File: src/rtl/btn_event_arbiter_if.sv
// Event stream handshake between btn_event_arbiter and its consumer.
//   ev_valid : FIFO head holds an event (source -> sink)
//   ev_id    : channel index of the head event, 0 when empty (source -> sink)
//   ev_ready : sink accepts the head this cycle (sink -> source)
interface btn_event_arbiter_if #(
  parameter int IDW = 2
);
  logic           ev_valid;
  logic           ev_ready;
  logic [IDW-1:0] ev_id;

  modport master (output ev_valid, output ev_id, input ev_ready);
  modport slave  (input ev_valid, input ev_id, output ev_ready);
endinterface

File: src/rtl/btn_event_arbiter.sv
// btn_event_arbiter: turns per-button press pulses into one ordered stream of
// button-ID events. Each channel edge-detects and holds off its pulse, keeps
// a pending flag, and a round-robin arbiter pushes one pending channel per
// cycle into a small FWFT FIFO that the consumer drains with valid/ready.
//   clk, rstn   : clock, async active-low reset
//   pulse       : debounced press pulses, one bit per button
//   ev          : event stream (master side of btn_event_arbiter_if)
//   pending     : per-channel press latched, not yet granted
//   ev_overflow : sticky lost-press flag, cleared by clr_ovf (set wins)

// Per-channel front end: edge detect, holdoff counter, pending flag.
module btn_event_chan #(
  parameter int HOLDOFF = 8
) (
  input  logic clk,
  input  logic rstn,
  input  logic pulse_i,
  input  logic grant_i,
  output logic pending_o,
  output logic lost_o
);
  logic       pulse_d_q;
  logic [7:0] hold_q, hold_d;
  logic       pend_q, pend_d;
  logic       acc;

  // pulse_d resets to 0, so a pulse already high at release reads as a rise.
  assign acc = pulse_i & ~pulse_d_q & (hold_q == 8'd0);

  always_comb begin
    hold_d = hold_q;
    pend_d = pend_q;
    if (acc)                 hold_d = 8'(HOLDOFF);
    else if (hold_q != 8'd0) hold_d = hold_q - 8'd1;
    // A new press always wins over a same-cycle grant, so pending stays set.
    if (acc)          pend_d = 1'b1;
    else if (grant_i) pend_d = 1'b0;
  end

  assign lost_o    = acc & pend_q & ~grant_i;
  assign pending_o = pend_q;

  always_ff @(posedge clk or negedge rstn) begin
    if (!rstn) begin
      pulse_d_q <= 1'b0;
      hold_q    <= 8'd0;
      pend_q    <= 1'b0;
    end else begin
      pulse_d_q <= pulse_i;
      hold_q    <= hold_d;
      pend_q    <= pend_d;
    end
  end
endmodule

module btn_event_arbiter #(
  parameter int N       = 4,
  parameter int HOLDOFF = 8,
  parameter int DEPTH   = 4,
  parameter int IDW     = $clog2(N)
) (
  input  logic                 clk,
  input  logic                 rstn,
  input  logic [N-1:0]         pulse,
  btn_event_arbiter_if.master  ev,
  output logic [N-1:0]         pending,
  output logic                 ev_overflow,
  input  logic                 clr_ovf
);
  localparam int AW = $clog2(DEPTH);
  localparam int CW = AW + 1;

  logic [N-1:0]   grant, lost;
  logic [IDW-1:0] rr_last_q, rr_last_d;
  logic [IDW-1:0] gnt_idx;
  logic           gnt_found, gnt_en;
  logic [AW-1:0]  wr_ptr_q, wr_ptr_d, rd_ptr_q, rd_ptr_d;
  logic [CW-1:0]  count_q, count_d;
  logic           ovf_q, ovf_d;
  logic           push, pop;
  logic [IDW-1:0] mem_q [DEPTH];

  for (genvar g = 0; g < N; g++) begin : g_chan
    assign grant[g] = gnt_en & (gnt_idx == IDW'(g));
    btn_event_chan #(.HOLDOFF(HOLDOFF)) u_chan (
      .clk       (clk),
      .rstn      (rstn),
      .pulse_i   (pulse[g]),
      .grant_i   (grant[g]),
      .pending_o (pending[g]),
      .lost_o    (lost[g])
    );
  end

  // Round robin: first pending above rr_last, else first pending at or below.
  always_comb begin
    gnt_found = 1'b0;
    gnt_idx   = '0;
    for (int i = 0; i < N; i++) begin
      if (!gnt_found && pending[i] && (i > int'(rr_last_q))) begin
        gnt_found = 1'b1;
        gnt_idx   = IDW'(i);
      end
    end
    for (int i = 0; i < N; i++) begin
      if (!gnt_found && pending[i] && (i <= int'(rr_last_q))) begin
        gnt_found = 1'b1;
        gnt_idx   = IDW'(i);
      end
    end
  end

  // Registered count only: a pop this cycle does not free a slot until next.
  assign gnt_en = gnt_found & (count_q < CW'(DEPTH));
  assign push   = gnt_en;
  assign pop    = (count_q != '0) & ev.ev_ready;

  always_comb begin
    rr_last_d = gnt_en ? gnt_idx : rr_last_q;
    wr_ptr_d  = wr_ptr_q + AW'(push);
    rd_ptr_d  = rd_ptr_q + AW'(pop);
    count_d   = count_q + CW'(push) - CW'(pop);
    ovf_d     = ovf_q;
    if (|lost)        ovf_d = 1'b1;
    else if (clr_ovf) ovf_d = 1'b0;
  end

  always_ff @(posedge clk or negedge rstn) begin
    if (!rstn) begin
      rr_last_q <= IDW'(N - 1);
      wr_ptr_q  <= '0;
      rd_ptr_q  <= '0;
      count_q   <= '0;
      ovf_q     <= 1'b0;
    end else begin
      rr_last_q <= rr_last_d;
      wr_ptr_q  <= wr_ptr_d;
      rd_ptr_q  <= rd_ptr_d;
      count_q   <= count_d;
      ovf_q     <= ovf_d;
    end
  end

  // Storage needs no reset: the head is gated to 0 whenever count is 0.
  always_ff @(posedge clk) begin
    if (push) mem_q[wr_ptr_q] <= gnt_idx;
  end

  assign ev.ev_valid = (count_q != '0);
  assign ev.ev_id    = (count_q != '0) ? mem_q[rd_ptr_q] : '0;
  assign ev_overflow = ovf_q;
endmodule
File: src/flat_wrapper.sv
// flat-port wrapper written by rule: the top's interface ports become plain ports
module btn_event_arbiter_flat 
#(
  parameter int N       = 4,
  parameter int HOLDOFF = 8,
  parameter int DEPTH   = 4,
  parameter int IDW     = $clog2(N)
)
  (clk, rstn, pulse, pending, ev_overflow, clr_ovf, ev_ev_valid, ev_ev_id, ev_ev_ready);
  btn_event_arbiter_if #(.IDW(IDW)) ev_i ();
  input  logic clk;
  input  logic rstn;
  input  logic [N-1:0] pulse;
  output logic [N-1:0] pending;
  output logic ev_overflow;
  input  logic clr_ovf;
  output wire logic [$bits(ev_i.ev_valid)-1:0] ev_ev_valid;
  output wire logic [$bits(ev_i.ev_id)-1:0] ev_ev_id;
  input wire logic [$bits(ev_i.ev_ready)-1:0] ev_ev_ready;
  assign ev_ev_valid = ev_i.ev_valid;
  assign ev_ev_id = ev_i.ev_id;
  assign ev_i.ev_ready = ev_ev_ready;
  btn_event_arbiter #(.N(N), .HOLDOFF(HOLDOFF), .DEPTH(DEPTH), .IDW(IDW)) u_core (.clk(clk), .rstn(rstn), .pulse(pulse), .ev(ev_i), .pending(pending), .ev_overflow(ev_overflow), .clr_ovf(clr_ovf));
endmodule
File: config.mk
export PLATFORM = sky130hd
export DESIGN_NAME = btn_event_arbiter_flat
export DESIGN_NICKNAME = d
export VERILOG_FILES = /design/src/rtl/btn_event_arbiter_if.sv /design/src/rtl/btn_event_arbiter.sv /design/src/flat_wrapper.sv
export SDC_FILE = /design/constraint.sdc
export NUM_CORES = 1
export LEC_CHECK = 0
export BUFFER_PORTS_ARGS = -buffer_cell sky130_fd_sc_hd__clkbuf_2
export CORE_ASPECT_RATIO = 0.7
export CORE_MARGIN = 2
export CORE_UTILIZATION = 30
export CTS_CLUSTER_DIAMETER = 120
export DETAILED_ROUTE_END_ITERATION = 12
export GPL_TIMING_DRIVEN = 0
export PLACE_DENSITY = 0.42
export SLEW_MARGIN = 20
export SYNTH_ARGS = -nofsm -noshare
export SYNTH_HDL_FRONTEND = slang
export SYNTH_SLANG_ARGS = --single-unit
File: constraint.sdc
create_clock -name clk -period 2.8 [get_ports clk]
set_clock_uncertainty 0.1 [all_clocks]
set_input_delay 0.84 -clock clk [delete_from_list [all_inputs] [get_ports clk]]
set_output_delay 0.84 -clock clk [all_outputs]
set_load 0.02 [all_outputs]
* Word-level counts from Yosys, hierarchy flattened *
Memories as Yosys holds them, arrays and structs flattened.
Cells that the tools add are included.
W data, S select, Z words.

storage, ports and cells
  register bits after elaboration = 50
  memories = 1
  output and inout bits = 8
  memory bits (writable) = 8
  input port bits = 8

memory list
  name          depth  width  rd ports  clocked after Yosys merged registers in  write ports  RTL line                 text
  u_core.mem_q  4      2      1         0                                        1            btn_event_arbiter.sv:81  logic [IDW-1:0] mem_q [DEPTH];

cells by class
  reductions and logical operators = 38
  bitwise logic cells = 30
  eq/ne operators = 3
  add/sub/neg operators = 8
  order comparisons = 7
  multiplexer cells = 35

operators by type and width
  kind                   count
  $mux W8                8
  $logic_not A8 Y1       4
  $reduce_bool A8 Y1     4
  $sub A8 B1 Y8 const B  4
  $and A1 B1 Y1          22
  $mux W1                20
  $reduce_bool A2 Y1     9
  $mux W2                7
  $logic_and A1 B1 Y1    12
  $not A1 Y1             8
  $logic_not A1 Y1       6
  $add A2 B1 Y2          2
  $eq A2 B2 Y1 const B   2
  $gt A2 B2 Y1 const A   2
  $le A2 B2 Y1 const A   2
  $reduce_or A4 Y1       1
  $add A3 B1 Y3          1
  $lt A3 B3 Y1 const B   1
  $reduce_bool A3 Y1     1
  $sub A3 B1 Y3          1
  $eq A2 B1 Y1 const B   1
  $gt A1 B2 Y1 const A   1
  $le A1 B2 Y1 const A   1
  $logic_not A2 Y1       1

* Logic depth before layout (Yosys ltp) *
Gate-level depths: netlist (run 1).

  word-level depth = 32
  depth in mapped cells = 9

* Cells and area by module *
From an unflattened synthesis (run 1), not the netlist that was laid out.

second synthesis, totals
  cell total of the unflattened synthesis = 256
  area total of the unflattened synthesis = 2876.5 µm²

modules (own cells, without submodules)
  module             area each (µm²)  times used  seq. area each (µm²)  cells an instance
  btn_event_chan     495.5            4           250.2                 46
  btn_event_arbiter  894.6            1           493.0                 72

* Worst setup path before layout (run 1) *
No wires, ideal clock.

  kind = reg-to-reg
  start = register u_core.count_q[2]
  end = register u_core.count_q[2]
  data arrival time = 2.058 ns
  library setup time = 0.124 ns
  path slack = 0.518 ns
  cell stages (with the launch flop) = 10
  cell sequence = dfrtp_1 > clkbuf_1 > or3_1 > nand2_1 > xnor2_1 > ha_1 > inv_1 > fa_1 > xnor2_1 > xnor2_1

between the ends
  elaborated cells on any way between the ends = 6

RTL lines
  item                         RTL line                  text
  start, declared              btn_event_arbiter.sv:78   logic [CW-1:0] count_q, count_d;
  start signal, assigned       btn_event_arbiter.sv:139  count_q <= count_d;
  $reduce_bool A3 Y1           n/a
  named net ev_ev_valid        flat_wrapper.sv:17        output wire logic [$bits(ev_i.ev_valid)-1:0] ev_ev_valid;
  $and A1 B1 Y1                btn_event_arbiter.sv:116  assign pop = (count_q != '0) & ev.ev_ready;
  $sub A3 B1 Y3                btn_event_arbiter.sv:122  count_d = count_q + CW'(push) - CW'(pop);
  named net u_core.count_d[2]  btn_event_arbiter.sv:78

The timed path passes the listed nets, and every way through them passes these cells.
A chain may end at the register's enable or synchronous reset.

* Worst setup path in the final report (run 1) *
  start = register u_core.count_q[2]
  end = output ev_ev_id[1]

between the ends
  word-level cells in the longest chain between the ends = 2

RTL lines
  item                RTL line                  text
  $reduce_bool A3 Y1  btn_event_arbiter.sv:150  assign ev.ev_id = (count_q != '0) ? mem_q[rd_ptr_q] : '0;
  $mux W2             btn_event_arbiter.sv:150
  end, declared       flat_wrapper.sv:18        output wire logic [$bits(ev_i.ev_id)-1:0] ev_ev_id;

Every way passes these cells.

==> flow_summary_export.csv, run 1 <==
group,metric,value,unit
global_routing,grtUsageMet2,0.1566,
floorplan,start_util,0.3062,
power,p_leak,1.386,nW
clock_tree,root_buffer,"clkbuf_16",
clock_tree,cts_made_buffers,9,
place,io_buffers,15,
final_layout,fillCellCount,922,
worst_setup_path,end_kind,"primary output",
timing,tightest_slew,747.0,ps
clock_tree,cts_buffer_depth,2,
worst_setup_path,critical_path_required,1860,ps
floorplan,core-area,8962,um2
timing,worst_slack,253.9,ps
global_routing,grt_usage,0.1156,
detailed_routing,drc,0,
timing,hold_viol_final,0,
global_routing,grt_pass1_vias,1781,
worst_setup_path,cp_slowest_cell,"or3_1",
power,ir_worst_vdd,0.0004177,V
place,gp_congestion,0.6869,
timing,final-setup-viol-count,0,
clock_tree,clkTransAtPathRegs,50,ps
worst_setup_path,crit_path_max_incr_delay,410,ps
timing,finalSetupTns,0,ps
global_routing,use_met1,0.1553,
worst_setup_path,crit_path_start_kind,"flip-flop",
place,pre_cts_ws,283.8,ps
synth,syn_avg_cell_area,10.76,um2
final_layout,antennaDiodeCount,0,
status,status,"finished, final reports clean",
final_layout,drive_above_1_share,0.1434,
global_routing,grt_pass1_wl,8721,um
place,hpwl,3431,um
timing,fin_crit,2546,ps
clock_tree,cts_hold_buf,0,
global_routing,grt.met3_usage,0.05396,
synth,syn_nets,270,
timing,fmax,392.8,MHz
worst_setup_path,cp.arrival,1610,ps
detailed_routing,vias,1847,
timing,slew_violations,0,
timing,min_period_over_period,0.9093,
synth,synthesis.area,2744,um2
global_routing,antenna_found_initial,0,
flow_run,drv_cap,0,
clock_tree,post_cts_resized,0,
synth,ys_ff_latch,58,
synth,syn_inst,255,
timing,rsz0062_at_grt,"no",
clock_tree,h-tree-depth,3,
clock_tree,cts_tree,"yes",
detailed_routing,wl,4925,um
clock_tree,cts_num_sinks,58,
worst_setup_path,critPathMaxFanout,9,
timing,max_slew_margin,0.5020,
detailed_routing,wl_per_cell,12.01,um
synth,yosysWarnings,0,
global_routing,grt_max_degree,51,
global_routing,gr-total-overflow,0,
detailed_routing,drtIter0Drc,42,
worst_setup_path,crit_type,"flip-flop to primary output",
synth,postSynth.asyncResetShare,0.8621,
worst_hold_path,hold_class,"flip-flop to flip-flop",
clock_tree,postCtsSetupRepairBufs,0,
detailed_routing,firstDrtPassIters,4,
detailed_routing,via_per_inst,4.505,
clock_tree,insertion_delay,330,ps
power,power_density,1176,nW/um2
synth,synth-edff-count,8,
floorplan,die_w,118.3,um
floorplan,placement_rows,29,
worst_setup_path,cp_cell_sequence,"clkbuf_1 -> or3_1 -> and2_1 -> clkbuf_2",
global_routing,busiest_layer,"met2",
floorplan,die-area,9939,um2
final_layout,nNetsFinal,296,
floorplan,chipHeight,84.02,um
final_layout,syn_to_final_growth,18.38,%
floorplan,io_pins,16,
synth,synth_flop_cell,"dfrtp_1",
detailed_routing,ant_nets,0,
synth,synth_cell_types,46,
synth,synth-seq-area-share,0.5445,
worst max-delay path, delay by kind of cell, from the launching register on:
family,cells,cell delay (ps)
simple gates,2,570
flops,1,360
buf+inv,2,350
per-stage QoR:
stage | area, um2 | std cells | total power [mW] | hold slack (ps) | utilization
global placement | 2974 | 394 | 2.848 | 372.4 | 0.3318
finish | 3248 | 410 | 3.819 | 372.9 | 0.3624
detailed placement | 2977 | 394 | 2.855 | 365.9 | 0.3321
floorplan | 2744 | 255 | 2.523 | 345.7 | -
CTS | 3248 | 410 | 3.903 | 377.9 | 0.3624
global route | 3248 | 410 | 4.162 | 384.7 | 0.3624
power by group:
part | switching [mW] | leakage (nW) | internal (mW)
registers | 0.325 | 0.678 | 1.25
clock network | 0.347 | 0.131 | 0.647
logic | 0.664 | 0.577 | 0.586
total | 1.34 | 1.39 | 2.48
worst paths after layout:
kind	startpoint	slack, ps	to	depth (start not counted)
worst min register to register	u_core.g_chan[1].u_chan.hold_q[4]	370	u_core.g_chan[1].u_chan.hold_q[4]	1
worst min-delay path	u_core.g_chan[1].u_chan.hold_q[4]	370	u_core.g_chan[1].u_chan.hold_q[4]	1
max in group asynchronous	rstn	1640	u_core.g_chan[3].u_chan.hold_q[5]	1
min in group asynchronous	rstn	490	u_core.g_chan[1].u_chan.hold_q[1]	1
worst max register to register	u_core.count_q[2]	330	u_core.count_q[2]	8
worst max-delay path	u_core.count_q[2]	250	ev_ev_id[1]	4
cells in the final DEF, fill, tap and decap left out, types with 5 or more instances in the layout:
| cell type | count |
|---|---|
| a21oi_1 | 5 |
| clkbuf_1 | 6 |
| clkbuf_16 | 9 |
| clkbuf_2 | 14 |
| dfrtp_1 | 48 |
| edfxtp_1 | 8 |
| ha_1 | 6 |
| inv_1 | 19 |
| nand2_1 | 20 |
| nand2b_1 | 14 |
| nand3_1 | 15 |
| nor2_1 | 13 |
| nor3_1 | 13 |
| nor4_1 | 5 |
| o21ai_0 | 15 |
| or3_1 | 5 |
| xnor2_1 | 14 |
metal layers:
layer | wire, um | vias up
li1 | - | 952
met1 | 2614 | 858
met2 | 1988 | 26
met3 | 224 | 11
met4 | 97 | 0
met5 | 0 | -
synth_stat cells, types with 2 or more instances:
library cell   n  area share
nand2_1       20       0.027
mux2_2         2      0.0082
nand3b_1       2      0.0055
inv_1         19       0.026
nor3_1        13       0.024
nor2b_1        4      0.0091
mux4_2         2       0.016
dfrtp_1       48        0.44
dfstp_2        2       0.019
xnor2_1       14       0.045
or3_1          5       0.011
a21o_1         3      0.0082
nand3_1       15       0.027
or4_4          2      0.0082
a21oi_1        5      0.0091
and2_1         2      0.0046
nor3b_1        3      0.0082
nor2_1        13       0.018
nand2b_1      14       0.032
xor2_1         4       0.013
buf_4          4       0.011
o21bai_1       2      0.0055
a311o_1        2      0.0073
edfxtp_1       8       0.088
ha_1           6       0.027
and3b_1        2      0.0064
o21ai_0       15       0.027
nor4_1         5       0.011
o22ai_1        2      0.0046
layout make-up:
| type | count | area [um2] | share of cell area |
|---|---|---|---|
| sequential | 58 | 1494 | 0.4599 |
| multi-input combinational | 172 | 1140 | 0.3509 |
| clock buffer | 16 | 271.5 | 0.08359 |
| tap | 124 | 155.1 | 0.04777 |
| timing repair buffer | 15 | 77.57 | 0.02388 |
| inverter | 19 | 71.32 | 0.02196 |
| buffer | 6 | 38.79 | 0.01194 |
registers in the layout (all words and copies together) (netlist names):
name / flops
u_core.count_q: 3
u_core.ev_overflow: 1
u_core.g_chan.u_chan.hold_q: 32
u_core.g_chan.u_chan.pending_o: 4
u_core.g_chan.u_chan.pulse_d_q: 4
u_core.mem_q: 8
u_core.rd_ptr_q: 2
u_core.rr_last_q: 2
u_core.wr_ptr_q: 2
cell families after synthesis:
group / count (synthesis) / synth area share
compound gates: 37 / 0.08664
simple gates: 105 / 0.2084
flops: 58 / 0.5445
mux: 5 / 0.02827
fa+ha+maj: 7 / 0.03466
buf+inv: 25 / 0.04013
xor+xnor: 18 / 0.05746
(Power assumes the default switching activity.)
==> run 2: changes to the inputs <==
CORE_UTILIZATION = 53   (was 30)
MAX_ROUTING_LAYER = met4   (was unset)
PLACE_DENSITY = 0.71   (was 0.42)
clock period = 2.19 ns   (was 2.8 ns; I/O delays follow)
==> run 2 against run 1 <==
The run now ends with setup timing left. Sequential power grew 28%. Final area shrank 0.50%. Setup slack lost 360 ps. Clock power grew 5%. Sequential share of layout area grew 0.35 points. Combinational power grew 47%. Largest power group unchanged. Flip-flop and latch count is the same. Count of clock-buffer cells in the layout shrank 6. Hold slack lost 110 ps. Power grew 28%. Critical endpoint is now ev_ev_id[0]. Core utilization grew 30 points. First-iteration DRC count grew to 2.7 times the previous value.
==> flow_summary_export.csv, run 2 (synthesized netlist as in run 1, its figures left out) <==
group,metric,value,unit
worst_setup_path,end_kind,"primary output",
clock_tree,h-tree-depth,3,
detailed_routing,ant_nets,0,
floorplan,placement_rows,21,
global_routing,grt_pass1_vias,1712,
detailed_routing,firstDrtPassIters,4,
worst_setup_path,crit_path_start_kind,"flip-flop",
detailed_routing,drc,0,
timing,worst_slack,-109.9,ps
place,place_area,2919,um2
worst_setup_path,reg2reg_from,"u_core.rr_last_q[1]",
clock_tree,cts_tree,"yes",
final_layout,reg.largest.list,"u_core.g_chan.u_chan.hold_q: 32 flops, u_core.mem_q: 8 flops",
detailed_routing,vias,1879,
timing,max_slew_margin,0.5548,
clock_tree,clkTransAtPathRegs,70,ps
floorplan,io_pins,16,
status,violations,"setup timing",
power,p_comb_frac,0.375,
power,power_density,1516,nW/um2
timing,hold_slack,259.9,ps
final_layout,fillCellCount,420,
final_layout,final_area,3232,um2
clock_tree,insertion_delay,340,ps
power,power_frac_clock,0.212,
power,p_leak,1.402,nW
power,p_sw,1.745,mW
global_routing,grt_pass1_wl,7824,um
place,hpwl,3135,um
global_routing,gr-total-overflow,0,
floorplan,start_util,0.5614,
worst_setup_path,crit_type,"flip-flop to primary output",
power,seqPwrFrac,0.412,
timing,rsz0062_at_grt,"yes",
place,gp_congestion,0.8170,
clock_tree,cts_num_sinks,58,
final_layout,fin_util,0.6613,
final_layout,largest_register,"u_core.g_chan.u_chan.hold_q",
detailed_routing,wl,4554,um
final_layout,syn_to_final_growth,17.78,%
timing,min_period_over_period,1.050,
clock_tree,root_buffer,"clkbuf_8",
worst_setup_path,critical_path_required,1430,ps
detailed_routing,wl_per_cell,12.69,um
timing,slew_violations,0,
final_layout,layout_commonest_cell,"dfrtp_1",
final_layout,largest_reg_flops,32,
clock_tree,cts_made_buffers,9,
worst_setup_path,critPathMaxFanout,3,
flow_run,drv_cap,0,
final_layout,antennaDiodeCount,0,
power,p_int,3.154,mW
timing,fmax,434.8,MHz
timing,hold_viol_final,0,
timing,final-setup-viol-count,2,
global_routing,antenna_found_initial,0,
timing,fin_crit,2300,ps
status,status,"finished, violations left",
power,ir_worst_vdd,0.0006626,V
power,switching_share,0.3561,
detailed_routing,drtIter0Drc,112,
clock_tree,cts_hold_buf,0,
final_layout,nNetsFinal,300,
clock_tree,cts_buffer_depth,2,
floorplan,die-area,5778,um2
worst_setup_path,startpoint,"u_core.rd_ptr_q[0]",
place,pre_cts_ws,-234.5,ps
floorplan,die_w,90,um
floorplan,core-area,4887,um2
detailed_routing,via_per_inst,5.234,
global_routing,grt_usage,0.1793,
final_layout,drive_above_1_share,0.2172,
worst_setup_path,cp.arrival,1540,ps
final_layout,final_cell_mix,"dfrtp_1 (45), inv_1 (19), nand2_1 (19)",
global_routing,grt_max_degree,51,
worst_setup_path,r2r_slack,110,ps
timing,tightest_slew,667.9,ps
floorplan,chipHeight,64.20,um
place,io_buffers,15,
worst_hold_path,hold_class,"primary input to async pin",
timing,finalSetupTns,-216.8,ps
==> run 2: cell types whose count changed in the layout (fill, tap and decap cells not counted), moves of 3 or more <==
cell	previous run	this run
clkbuf_16	9	0
clkbuf_8	2	9
buf_4	4	9
clkbuf_1	6	1
dfrtp_1	48	45
dfrtp_2	0	3
==> run 2: worst max-delay path, cell delays in order (launching register included) <==
cell and delay, ps:
dfrtp_1 420, mux4_2 520, and2_4 160, buf_8 120
==> run 2: through the flow <==
step,power [mW],instances
6_report,4.899,359
5_1_grt,5.278,359
4_1_cts,4.768,354
3_5_place_dp,3.638,339
3_3_place_gp,3.574,339
2_1_floorplan,3.244,255
==> run 2: worst paths after layout <==
path	to	depth (start not counted)
setup / recovery	ev_ev_id[0]	3
hold / removal	u_core.g_chan[2].u_chan.hold_q[1]	1
setup reg to reg	u_core.ev_overflow	7
hold reg to reg	u_core.g_chan[0].u_chan.hold_q[4]	1
max in group asynchronous	u_core.g_chan[1].u_chan.pending_o	1
min in group clk	u_core.g_chan[3].u_chan.pulse_d_q	1
==> run 2: what timing repair did <==
action	in CTS	in global routing
buffers inserted	0	5
gates resized for setup	9	12
pin swaps	2	2
setup endpoints to repair	6	13
==> run 2: area by class of cell <==
type | instances | area, um2 | share of cell area
Sequential cell | 58 | 1498 | 0.4634
Multi-Input combinational cell | 172 | 1197 | 0.3705
Timing Repair Buffer | 20 | 135.1 | 0.04181
Clock buffer | 10 | 127.6 | 0.03949
Tap cell | 69 | 86.33 | 0.02671
Clock inverter | 6 | 81.33 | 0.02516
Inverter | 19 | 71.32 | 0.02207
Buffer | 5 | 35.03 | 0.01084
==> run 2: power groups by stage <==
stage / registers [mW] / clock network [mW] / logic (mW)
global route: 2.09 / 1.11 / 2.07
global placement: 2.01 / 0 / 1.56
CTS: 2.04 / 1.07 / 1.66
floorplan: 1.93 / 0 / 1.32
finish: 2.02 / 1.04 / 1.84
detailed placement: 2.02 / 0 / 1.62
==> run 2: metal layers <==
metal | vias to the layer above | routed length, um | GRT usage
li1 | 954 | - | -
met1 | 885 | 2388 | 0.2382
met2 | 31 | 1922 | 0.2556
met3 | 9 | 171 | 0.05425
met4 | 0 | 72 | 0.08077
met5 | - | 0 | -
==> run 3: changes to the inputs <==
--- a/config.mk
+++ b/config.mk
@@ -9,10 +9,10 @@
 export CORE_ASPECT_RATIO = 0.7
 export CORE_MARGIN = 2
-export CORE_UTILIZATION = 53
+export CORE_UTILIZATION = 54
 export CTS_CLUSTER_DIAMETER = 120
 export DETAILED_ROUTE_END_ITERATION = 12
 export GPL_TIMING_DRIVEN = 0
 export MAX_ROUTING_LAYER = met4
-export PLACE_DENSITY = 0.71
+export PLACE_DENSITY = 0.72
 export SLEW_MARGIN = 20
 export SYNTH_ARGS = -nofsm -noshare
--- a/constraint.sdc
+++ b/constraint.sdc
@@ -3,3 +3,3 @@
 set_input_delay 0.657 -clock clk [delete_from_list [all_inputs] [get_ports clk]]
 set_output_delay 0.657 -clock clk [all_outputs]
-set_load 0.02 [all_outputs]
+set_load 0.05 [all_outputs]
==> run 3 against run 2 <==
Via count rose by 3.1%. Count of clock-buffer cells in the layout rose by 4. The run still ends with setup timing left. Sequential power rose by 2%. Highest routed layer unchanged. Sequential share of layout area fell by 1.3 points. Core utilization rose by 2.6 points. Critical path depth did not move. Global-route usage rose by 2.7 points.
==> flow_summary_export.csv, run 3 (synthesized netlist as in run 1, its figures left out) <==
group,metric,value,unit
status,violations,"setup timing",
global_routing,grt_usage,0.2060,
clock_tree,clkTransAtPathRegs,60,ps
detailed_routing,via_per_inst,5.396,
final_layout,antennaDiodeCount,0,
final_layout,final_cell_mix,"dfrtp_1 (45), nand2_1 (19), inv_1 (18)",
floorplan,start_util,0.5675,
clock_tree,cts_tree,"yes",
floorplan,io_pins,16,
timing,min_period_over_period,1.061,
final_layout,largest_reg_flops,32,
detailed_routing,drtIter0Drc,165,
place,hpwl,3450,um
timing,fmax,430.4,MHz
floorplan,core-area,4835,um2
worst_setup_path,critPathMaxFanout,3,
worst_setup_path,critical_path_required,1430,ps
timing,hold_viol_final,0,
timing,tightest_slew,681.3,ps
floorplan,chipHeight,63.64,um
timing,max_slew_margin,0.5416,
clock_tree,insertion_delay,330,ps
timing,rsz0062_at_grt,"yes",
clock_tree,h-tree-depth,3,
detailed_routing,ant_nets,0,
worst_hold_path,hold_class,"primary input to async pin",
timing,fin_crit,2323,ps
detailed_routing,drc,0,
final_layout,layout_commonest_cell,"dfrtp_1",
clock_tree,root_buffer,"clkbuf_8",
power,p_leak,1.449,nW
power,switching_share,0.3700,
power,p_comb_frac,0.408,
detailed_routing,firstDrtPassIters,4,
power,ir_worst_vdd,0.0006137,V
detailed_routing,wl_per_cell,14.26,um
power,power_density,1583,nW/um2
global_routing,grt_max_degree,51,
detailed_routing,wl,5118,um
final_layout,drive_above_1_share,0.2345,
timing,final-setup-viol-count,3,
worst_setup_path,crit_path_start_kind,"flip-flop",
global_routing,grt_pass1_wl,8535,um
final_layout,finalNonFillerCells,359,
clock_tree,cts_made_buffers,9,
timing,worst_slack,-133.4,ps
global_routing,gr-total-overflow,0,
power,seqPwrFrac,0.391,
clock_tree,cts_buffer_depth,2,
clock_tree,cts_num_sinks,58,
power,power_frac_clock,0.201,
floorplan,placement_rows,21,
final_layout,reg.largest.list,"u_core.g_chan.u_chan.hold_q: 32 flops, u_core.mem_q: 8 flops",
floorplan,die_w,89.20,um
power,p_int,3.316,mW
status,status,"finished, violations left",
floorplan,die-area,5677,um2
flow_run,drv_cap,0,
worst_setup_path,startpoint,"u_core.rd_ptr_q[0]",
final_layout,nNetsFinal,301,
timing,finalSetupTns,-344.2,ps
power,p_sw,1.947,mW
worst_setup_path,end_kind,"primary output",
worst_setup_path,crit_type,"flip-flop to primary output",
global_routing,antenna_found_initial,0,
place,io_buffers,15,
worst_setup_path,cp.arrival,1570,ps
timing,hold_slack,285.7,ps
final_layout,largest_register,"u_core.g_chan.u_chan.hold_q",
final_layout,syn_to_final_growth,21.16,%
detailed_routing,vias,1937,
power,finalPower,5.263,mW
place,gp_congestion,0.7747,
timing,slew_violations,0,
place,dp_cells,339,
worst_setup_path,reg2reg_from,"u_core.count_q[2]",
global_routing,grt_pass1_vias,1834,
-- run 3: final cells by class --
cell class | instances | area (um2)
multi-input combinational | 172 | 1221
inverter | 19 | 71.32
buffer | 6 | 50.05
clock inverter | 1 | 30.03
clock buffer | 14 | 192.7
sequential | 58 | 1498
tap | 69 | 86.33
timing repair buffer | 20 | 175.2
fill | 372 | 1510
-- run 3: path summary, 6_finish.rpt --
| path | cells past startpoint | slack, ps | endpoint |
|---|---|---|---|
| setup / recovery | 3 | -130 | ev_ev_id[0] |
| hold / removal | 1 | 290 | u_core.g_chan[2].u_chan.hold_q[7] |
| setup reg to reg | 9 | 40 | u_core.count_q[2] |
| hold reg to reg | 1 | 390 | u_core.g_chan[0].u_chan.hold_q[4] |
| max in group asynchronous | 1 | 1210 | u_core.g_chan[1].u_chan.pending_o |
| min in group clk | 1 | 360 | u_core.g_chan[3].u_chan.pulse_d_q |
-- run 3: repair_timing --
item	in CTS	in global routing
endpoints found under the hold margin	0	0
endpoints found under the setup margin	7	10
buffers inserted	1	4
resized for setup	15	12
gates cloned	0	0
pin swaps	4	6
hold buffers	0	0
-- run 3: layer usage --
layer / wire, um / part of all wire / GRT usage
met1: 2439 / 0.48 / 0.2646
met2: 2443 / 0.48 / 0.3120
met3: 195 / 0.038 / 0.07471
met4: 40 / 0.0078 / 0.05224
met5: 0 / 0 / -
-- run 3: critical path, cell delays in order, from the launching register on --
cell	delay, ps
dfrtp_2	400
mux4_2	510
and2_4	160
clkbuf_16	160
-- run 3: through the flow --
| stage | utilization | setup slack, ps | cell area, um2 |
|---|---|---|---|
| final | 0.6876 | -133.4 | 3324 |
| after global routing | 0.6876 | -180.6 | 3324 |
| after CTS | 0.6726 | -178.2 | 3252 |
| after detailed placement | 0.6071 | -270.3 | 2935 |
| after global placement | 0.6066 | -200.4 | 2933 |
| after floorplan | - | -35.36 | 2771 |
-- run 3: power by group through the flow --
| stage | clock network [mW] | logic (mW) | registers (mW) |
|---|---|---|---|
| after floorplan | 0 | 1.47 | 1.93 |
| after global placement | 0 | 1.70 | 2.02 |
| after detailed placement | 0 | 1.80 | 2.04 |
| after CTS | 1.08 | 2.01 | 2.03 |
| after global routing | 1.13 | 2.39 | 2.12 |
| final | 1.06 | 2.15 | 2.06 |
